[src/rtl/dmem_cache_ctrl.sv]
// dmem_cache_ctrl: direct-mapped, write-through, no-write-allocate data cache
// sitting between the CPU load/store port and data_memory.
// One word per line. Read hits return in one cycle. Read misses and all writes
// go to data_memory over its ready/done handshake.
// Optional build macro: CACHE_STATS_EN adds saturating read hit/miss counters
// (hit_count, miss_count). Without it the block has no counters or extra ports.
//
// state    | meaning
// ---------+-------------------------------------------------------------
// IDLE     | cpu_ready=1, accept a request, look up the cache
// RD_REQ   | read miss, wait for mem_ready, then issue the mem_rd_en strobe
// RD_WAIT  | read strobe issued, wait for mem_done, then fill the line
// WR_REQ   | write, wait for mem_ready, then issue the mem_wr_en strobe
// WR_WAIT  | write strobe issued, wait for mem_done
// RESP     | cpu_done pulse, with cpu_rd_data valid for reads
module dmem_cache_ctrl #(
  parameter int DATA_WIDTH = 32,
  parameter int ADDR_WIDTH = 32,
  parameter int NUM_LINES  = 64
) (
  input  logic                  clk,
  input  logic                  reset,
  input  logic                  cpu_rd_en,
  input  logic                  cpu_wr_en,
  input  logic [ADDR_WIDTH-1:0] cpu_addr,
  input  logic [DATA_WIDTH-1:0] cpu_wr_data,
  output logic [DATA_WIDTH-1:0] cpu_rd_data,
  output logic                  cpu_ready,
  output logic                  cpu_done,
  output logic                  mem_rd_en,
  output logic                  mem_wr_en,
  output logic [ADDR_WIDTH-1:0] mem_address,
  output logic [DATA_WIDTH-1:0] mem_wr_data,
  input  logic [DATA_WIDTH-1:0] mem_rd_data,
  input  logic                  mem_ready,
  input  logic                  mem_done
`ifdef CACHE_STATS_EN
  ,
  output logic [31:0]           hit_count,
  output logic [31:0]           miss_count
`endif
);

  localparam int IDX_W = $clog2(NUM_LINES);
  localparam int TAG_W = ADDR_WIDTH - IDX_W;

  localparam logic [2:0] IDLE    = 3'd0;
  localparam logic [2:0] RD_REQ  = 3'd1;
  localparam logic [2:0] RD_WAIT = 3'd2;
  localparam logic [2:0] WR_REQ  = 3'd3;
  localparam logic [2:0] WR_WAIT = 3'd4;
  localparam logic [2:0] RESP    = 3'd5;

  logic [2:0]            state_q, state_d;
  logic [ADDR_WIDTH-1:0] addr_q, addr_d;
  logic [DATA_WIDTH-1:0] wdata_q, wdata_d;
  logic [DATA_WIDTH-1:0] rdata_q, rdata_d;
  logic [NUM_LINES-1:0]  valid_q, valid_d;

  // Tag and data arrays carry no reset; the valid bits alone qualify them.
  logic [TAG_W-1:0]      tag_mem  [NUM_LINES];
  logic [DATA_WIDTH-1:0] data_mem [NUM_LINES];

  logic [IDX_W-1:0]      req_idx, lat_idx, line_idx;
  logic [TAG_W-1:0]      req_tag, lat_tag, line_tag;
  logic [DATA_WIDTH-1:0] line_data;
  logic                  line_we;
  logic                  req_hit;
  logic                  rd_hit, rd_miss;

  assign req_idx = cpu_addr[IDX_W-1:0];
  assign req_tag = cpu_addr[ADDR_WIDTH-1:IDX_W];
  assign lat_idx = addr_q[IDX_W-1:0];
  assign lat_tag = addr_q[ADDR_WIDTH-1:IDX_W];
  assign req_hit = valid_q[req_idx] && (tag_mem[req_idx] == req_tag);

  assign cpu_ready   = (state_q == IDLE);
  assign cpu_done    = (state_q == RESP);
  assign cpu_rd_data = cpu_done ? rdata_q : '0;
  // Strobes are single-cycle because the state advances on the same edge.
  assign mem_rd_en   = (state_q == RD_REQ) && mem_ready;
  assign mem_wr_en   = (state_q == WR_REQ) && mem_ready;
  assign mem_address = addr_q;
  assign mem_wr_data = wdata_q;

  // Next-state, request latching, line update and fill selection.
  always_comb begin
    state_d   = state_q;
    addr_d    = addr_q;
    wdata_d   = wdata_q;
    rdata_d   = rdata_q;
    valid_d   = valid_q;
    line_we   = 1'b0;
    line_idx  = req_idx;
    line_tag  = req_tag;
    line_data = cpu_wr_data;
    rd_hit    = 1'b0;
    rd_miss   = 1'b0;
    case (state_q)
      IDLE: begin
        rdata_d = '0;
        if (cpu_rd_en || cpu_wr_en) begin
          addr_d  = cpu_addr;
          wdata_d = cpu_wr_data;
          if (cpu_wr_en) begin
            // Write wins over a simultaneous read; hits update in place,
            // misses leave the cache untouched.
            state_d = WR_REQ;
            line_we = req_hit;
          end else if (req_hit) begin
            rd_hit  = 1'b1;
            rdata_d = data_mem[req_idx];
            state_d = RESP;
          end else begin
            rd_miss = 1'b1;
            state_d = RD_REQ;
          end
        end
      end
      RD_REQ: begin
        if (mem_ready) state_d = RD_WAIT;
      end
      RD_WAIT: begin
        if (mem_done) begin
          line_we          = 1'b1;
          line_idx         = lat_idx;
          line_tag         = lat_tag;
          line_data        = mem_rd_data;
          valid_d[lat_idx] = 1'b1;
          rdata_d          = mem_rd_data;
          state_d          = RESP;
        end
      end
      WR_REQ: begin
        if (mem_ready) state_d = WR_WAIT;
      end
      WR_WAIT: begin
        if (mem_done) begin
          rdata_d = '0;
          state_d = RESP;
        end
      end
      RESP: begin
        state_d = IDLE;
      end
      default: begin
        state_d = IDLE;
      end
    endcase
  end

  // Control state and latched request; reset abandons any transaction.
  always_ff @(posedge clk or negedge reset) begin
    if (!reset) begin
      state_q <= IDLE;
      addr_q  <= '0;
      wdata_q <= '0;
      rdata_q <= '0;
      valid_q <= '0;
    end else begin
      state_q <= state_d;
      addr_q  <= addr_d;
      wdata_q <= wdata_d;
      rdata_q <= rdata_d;
      valid_q <= valid_d;
    end
  end

  // Line storage write port (write hit update or miss fill).
  always_ff @(posedge clk) begin
    if (line_we) begin
      tag_mem[line_idx]  <= line_tag;
      data_mem[line_idx] <= line_data;
    end
  end

`ifdef CACHE_STATS_EN
  logic [31:0] hit_count_q, hit_count_d;
  logic [31:0] miss_count_q, miss_count_d;

  // Saturating read hit/miss counters; writes are not counted.
  always_comb begin
    hit_count_d  = hit_count_q;
    miss_count_d = miss_count_q;
    if (rd_hit && (hit_count_q != 32'hFFFF_FFFF))
      hit_count_d = hit_count_q + 32'd1;
    if (rd_miss && (miss_count_q != 32'hFFFF_FFFF))
      miss_count_d = miss_count_q + 32'd1;
  end

  // Counter registers.
  always_ff @(posedge clk or negedge reset) begin
    if (!reset) begin
      hit_count_q  <= '0;
      miss_count_q <= '0;
    end else begin
      hit_count_q  <= hit_count_d;
      miss_count_q <= miss_count_d;
    end
  end

  assign hit_count  = hit_count_q;
  assign miss_count = miss_count_q;
`else
  logic unused_stats;
  assign unused_stats = rd_hit ^ rd_miss;
`endif

endmodule
[config.mk]
export PLATFORM = sky130hd
export DESIGN_NAME = dmem_cache_ctrl
export DESIGN_NICKNAME = d
export VERILOG_FILES = /design/src/rtl/dmem_cache_ctrl.sv
export SDC_FILE = /design/constraint.sdc
export NUM_CORES = 2
export LEC_CHECK = 0
export ABC_AREA = 0
export CORE_UTILIZATION = 57
export DETAILED_ROUTE_END_ITERATION = 10
export PLACE_DENSITY = 0.73
export SLEW_MARGIN = 5
export SYNTH_ARGS = -nofsm -noshare
export SYNTH_HDL_FRONTEND = slang
export SYNTH_SLANG_ARGS = --single-unit
[constraint.sdc]
create_clock -name clk -period 14.24 [get_ports clk]
set_input_delay 2.848 -clock clk [delete_from_list [all_inputs] [get_ports clk]]
set_output_delay 2.848 -clock clk [all_outputs]
set_load 0.02 [all_outputs]
* Word-level counts from Yosys, hierarchy flattened
Memory sizes are Yosys's and may differ from the RTL's.
Cells that the tools add are included.
** Word-level totals
- Memory bits (writable) :: 3712
- Memories kept :: 2
- Flip-flop bits (word level) :: 163
** Memory list
- data_mem :: depth 64, width 32, read ports 1, clocked after Yosys merged registers in 0, wr ports 1, line 62 : logic [DATA_WIDTH-1:0] data_mem [NUM_LINES];
- tag_mem :: depth 64, width 26, read ports 1, clocked after Yosys merged registers in 0, wr ports 1, line 61 : logic [TAG_W-1:0] tag_mem [NUM_LINES];
** Operators by class
- Bitwise logic cells :: 1
- Equality and inequality tests :: 12
- Reductions and logical operators :: 12
- Mux-type cells :: 30
- $lt $le $gt $ge :: 3
** Operator list (number)
- 32-bit 2-to-1 mux :: 8
- 32-bit one-hot mux with 3 select lines :: 1
- 64-bit bitwise OR :: 1
- 26-bit 2-to-1 mux :: 2
- 26-bit equality test :: 1
- 3-bit 2-to-1 mux :: 6
- 6-bit by 7-bit < comparator with 1-bit output, second input constant :: 2
- 6-bit 2-to-1 mux :: 2
- 3-bit one-hot mux with 4 select lines :: 1
- 2-bit inequality test, second input constant :: 4
- 1-bit 2-to-1 mux :: 7
- 1-bit binary-select mux with 6-bit select :: 1
- 1-bit demux with 6-bit select :: 1
- 3-bit by 2-bit equality test with 1-bit output, second input constant :: 2
- 3-bit equality test, second input constant :: 2
- 6-bit by 1-bit greater-or-equal comparator with 1-bit output, second input constant :: 1
- 1-bit logical AND :: 4
- 2-bit by 1-bit inequality test with 1-bit output, second input constant :: 2
- 2-bit AND reduction :: 2
- 4-bit AND reduction :: 1
- 3-bit by 1-bit equality test with 1-bit output, second input constant :: 1
- 3-bit logical NOT :: 1
- 3-bit AND reduction :: 1
- 3-bit nonzero test :: 1
- 3 further kinds :: 3

* Longest topological paths before layout
- Depth after elaboration :: 8
- Mapped depth :: 19

* Least setup slack after synthesis
No wires, ideal clock.
- Kind :: input port to flip-flop
- From :: input port cpu_addr[0]
- To :: memory data_mem[26][0], enable pin
- Data arrival time :: 7.026 ns
- Cell stages on the path :: 14
- Required time :: 13.818 ns
- Setup time :: 0.422 ns
- Slack :: 6.792 ns
- Cells stage by stage :: buf_6 buf_2 buf_4 mux4_2 a32oi_1 o21ai_0 nor3_2 xor2_1 nand3_1 nor4_2 nand4_4 o21ai_2 buf_4 and3_1
** On the way
- Word-level cells in the longest chain between the ends :: 8
- Elaborated cells between the ends (all ways) :: 12
- Classes of those cells :: eq/ne: 1; mux: 9; reduce/logical: 1; memory: 1
** RTL lines
- start, declared :: line 25 : input logic [ADDR_WIDTH-1:0] cpu_addr,
- memory 64 x 26 bit / 1-bit binary-select mux with 6-bit select (equally long branches)
- 26-bit equality test / 1-bit 2-to-1 mux (equally long branches) :: line 75 : assign req_hit = valid_q[req_idx] && (tag_mem[req_idx] == req_tag);
- 1-bit logical AND :: line 75
- 1-bit 2-to-1 mux :: line 105 : if (cpu_wr_en) begin
- 1-bit 2-to-1 mux :: line 102 : if (cpu_rd_en || cpu_wr_en) begin
- 1-bit one-hot mux with 2 select lines :: line 99 : case (state_q)
- 1-bit 2-to-1 mux :: line 171 : if (line_we) begin
- 1-bit 2-to-1 mux (not written as such) :: line 173 : data_mem[line_idx] <= line_data;
- end, declared :: line 62
Several ways; a longest one is shown, not always the timed one. The select of a mux whose other input is x is not followed.

* Final worst setup path
- From :: input port cpu_addr[0]
- To :: memory data_mem[56][21], enable pin
The elaborated chain is that of the path after synthesis.

==> metrics.md <==
| Metric | Value |
|---|---|
| Die area | between 0.2 and 0.3 mm² |
| Avg Cell Area, Syn | about 22 µm² |
| CTS Sinks | between 3000 and 4000 |
| Worst Reg-to-Reg Cells | 11 |
| Unique masters post-synth | 80 |
| First DRT Iteration DRCs | between 10000 and 15000 |
| Register area share after synthesis | between 70 and 80% |
| Die Y | about 500 µm |
| Compound-Gate Fraction of Synth Area | between 2 and 2.5% |
| Crit Reg-Reg Endpoint | data_mem[56][21] |
| Period utilization | 72.5% |
| YS warnings | 0 |
| Number of port buffers | 201 |
| Clock-pin slew on the worst setup and hold paths | 0.06 ns |
| Slew Limit Fails | 0 |
| Achievable frequency | roughly 97 MHz |
| GRT Overall Usage | 32.6% |
| Antenna violations before repair | 18 |
| Status | finished clean |
| Die W | 515 µm |
| Pin count of the biggest net entering global routing | around 100 |
| Fin crit period | between 10 and 15 ns |
| Total Wirelength | 431 mm |
| Reg-to-reg slack, setup | between 6 and 7 ns |
| Htree depth | 5 |
| Worst hold path endpoint | valid_q[28] |
| Hpwl dp | about 240 mm |
| EDFF count, synth | 3712 |
| Cells after synthesis | ~6800 |
| Final setup fails | 0 |
| Slew headroom | roughly 2.6% |
| DR vias | around 77000 |
| Post-synthesis xor/xnor area fraction | less than 1% |
| Post-synthesis mux area share | between 10% and 20% |
| Critical Path RT | between 10 and 15 ns |
| Hold depth | 1 |
| Post-Synth Simple-Gate Area | 2.22% |
| Final worst setup slack | roughly 3.9 ns |
| Largest family of logic cells by synthesized area | multiplexers |
| First-pass GRT wire length | approximately 600 mm |
| Longest Clk Path Bufs | 4 |
| Crit path kind | in2reg |
| Max Cap Viol | 0 |
| # nets final | about 7300 |
| LEAKAGE | approximately 54 nW |
| Hold Path Origin | valid_q[28] |
| Adder-Cell Fraction of Synth Area | 0% |
| Core area | roughly 0.26 mm² |
| Row cnt | approximately 190 |
| # resized after CTS | 0 |
| Final hold vios | 0 |
| DRT Pass-1 Iters | 6 |
| Starting Density | roughly 57% |
| Flops & latches, synth | approximately 3900 |
| Post-CTS Setup Bufs | 0 |
| Syn_nets | 6887 |
| Pwr Density | roughly 160 mW/mm² |
| Global route overflow | 0 |
| TritonCTS Buffers | 392 |
| CTS tree | built |
| Largest area contributor in the netlist | edfxtp_1 |
| Crit path launch type | input pin |
| Remaining antenna violation count after routing | 0 |
| DP Worst Slack | approximately 3.0 ns |
| Final core utilization | between 60 and 70% |
| Worst R2R Start | tag_mem[53][16] |
| RSZ-0062 raised after global routing | false |
| Top_reg_cell synth | edfxtp_1 |
| CP arrival | roughly 11 ns |
| Worst slew pin tran | 1.45 ns |
| Avg WL per Cell | between 30 and 40 µm |
| Cell area after synthesis | ~0.15 mm² |
| RD Place Congestion | 0.868 |
| Vias per cell | between 7 and 8 |
| CP Capture Type | flip-flop |
| Yosys top cell area share | ~74% |
| Fraction of layout cells with a size suffix above 1 | between 20 and 30% |
| CTS root buffer | clkbuf_16 |
| Maximum vdd ir drop | between 0.1 and 0.15 mV |
| IO Pins | around 200 |
| Post-CTS Hold Buffers | 0 |
| Area grow syn2layout | 12.7% |
| Setup TNS | 0 ns |
| Ys async rst share | roughly 4.2% |
| Max FO, Critical Path | 92 |
| Largest cells by area after synthesis | edfxtp_1 (74%), mux4_2 (14%), dfrtp_1 (2.7%) |
| Clock Latency Late Sink | 1.03 ns |
| Vias in the first global route | between 70000 and 80000 |
| Final Skew | about 0.13 ns |
| Min-delay worst type | reg2reg |
| DR DRC count | 0 |
[sequential cells by signal (all words and copies together) (netlist names)]
name	flops
data_mem	2048
tag_mem	1664
valid_q	64
mem_address	32
mem_wr_data	32
rdata_q	32
state_q	3
[layout by cell type (no fill, tap or decap), drive strengths merged, types with 7 or more instances in the layout]
cell type,count
a22oi,146
o21ai,76
buf,208
nor4,9
and3,79
a21o,27
clkbuf,487
a31oi,20
mux2i,309
bufinv,39
diode,7
a221oi,19
inv,13
a211oi,17
nor2b,20
nand2b,17
nand4,48
and2,49
clkdlybuf4s50,194
o22ai,33
clkinvlp,14
mux4,963
nor3,13
nand2,288
edfxtp,3712
clkinv,151
xnor2,11
nand3,67
a21oi,35
nor2,39
dfrtp,163
o21bai,41
xor2,10
mux2,97
[cells in the mapped netlist, drive strengths merged, types with 17 or more instances]
master / n
dfrtp: 163
a22oi: 146
nand2: 288
buf: 264
o22ai: 33
a21o: 27
clkbuf: 126
nor2: 39
a211oi: 17
a21oi: 35
and3: 79
a221oi: 19
nor2b: 20
o21bai: 41
nand4: 48
mux4: 963
mux2i: 309
nand2b: 17
nand3: 67
a31oi: 20
mux2: 97
and2: 49
o21ai: 76
edfxtp: 3712
[stage by stage]
stage | area [µm²] | hold WS [ns] | instances | power, W
after detailed placement | 157000 | 0.445 | 10300 | 0.0167
final | 169000 | 0.458 | 11000 | 0.0267
after CTS | 169000 | 0.458 | 11000 | 0.0267
after global placement | 157000 | 0.434 | 10300 | 0.0166
after global routing | 169000 | 0.479 | 11000 | 0.0273
after floorplan | 150000 | 0.423 | 6785 | 0.0154
[routing by layer]
| layer | up-vias | track usage (%) | routed length (µm) |
|---|---|---|---|
| met4 | 12 | 16.9 | 25400 |
| li1 | 29400 | - | - |
| met5 | - | 0 | 76 |
| met2 | 6339 | 50.7 | 205000 |
| met3 | 1023 | 7.33 | 54300 |
| met1 | 40600 | 43.8 | 147000 |
[cell type report]
| type | instances | area [µm²] |
|---|---|---|
| tap | 3515 | 4400 |
| multi-input combinational | 2514 | 33100 |
| antenna | 7 | 17.5 |
| inverter | 6 | 35.0 |
| fill | 16500 | 93000 |
| sequential | 3875 | 116000 |
| timing repair buffer | 404 | 3690 |
| clock buffer | 485 | 10400 |
| clock inverter | 211 | 2090 |
[critical path: stages]
cell and delay (ns):
buf_16 0.42, buf_12 0.55, buf_4 0.83, mux2i_1 0.19
a22oi_1 0.27, a21oi_1 0.11, o41a_1 0.35, o21ai_0 0.19
o211ai_1 0.15, nor4_2 0.72, nand4_4 0.95, o21ai_4 1.05
and3_4 1.13, buf_4 0.63
[kinds of logic (layout without fill, tap and decap cells)]
logic type | Yosys count | count (layout)
xor gates and xnor gates | 21 | 21
and+or+nand+nor | 661 | 661
buffers and inverters | 396 | 1106
other | 0 | 7
DFF | 3875 | 3875
muxes | 1369 | 1369
AOI/OAI and AO/OA | 463 | 463
[report_power, final]
part	internal, W	switching, W
Sequential	0.0135	0.000172
Clock	0.00588	0.00427
Combinational	0.000885	0.00204
[worst max-delay path by stage]
stage / from / to / slack, ns
floorplan: cpu_addr[0] / data_mem[26][0] / 6.79
finish: cpu_addr[0] / data_mem[56][21] / 3.92
global placement: cpu_addr[0] / tag_mem[6][4] / 3.05
global route: cpu_addr[0] / data_mem[56][21] / 3.80
detailed placement: cpu_addr[2] / tag_mem[6][20] / 2.97
CTS: cpu_addr[2] / tag_mem[6][14] / 3.94
(Power assumes the default switching activity.)
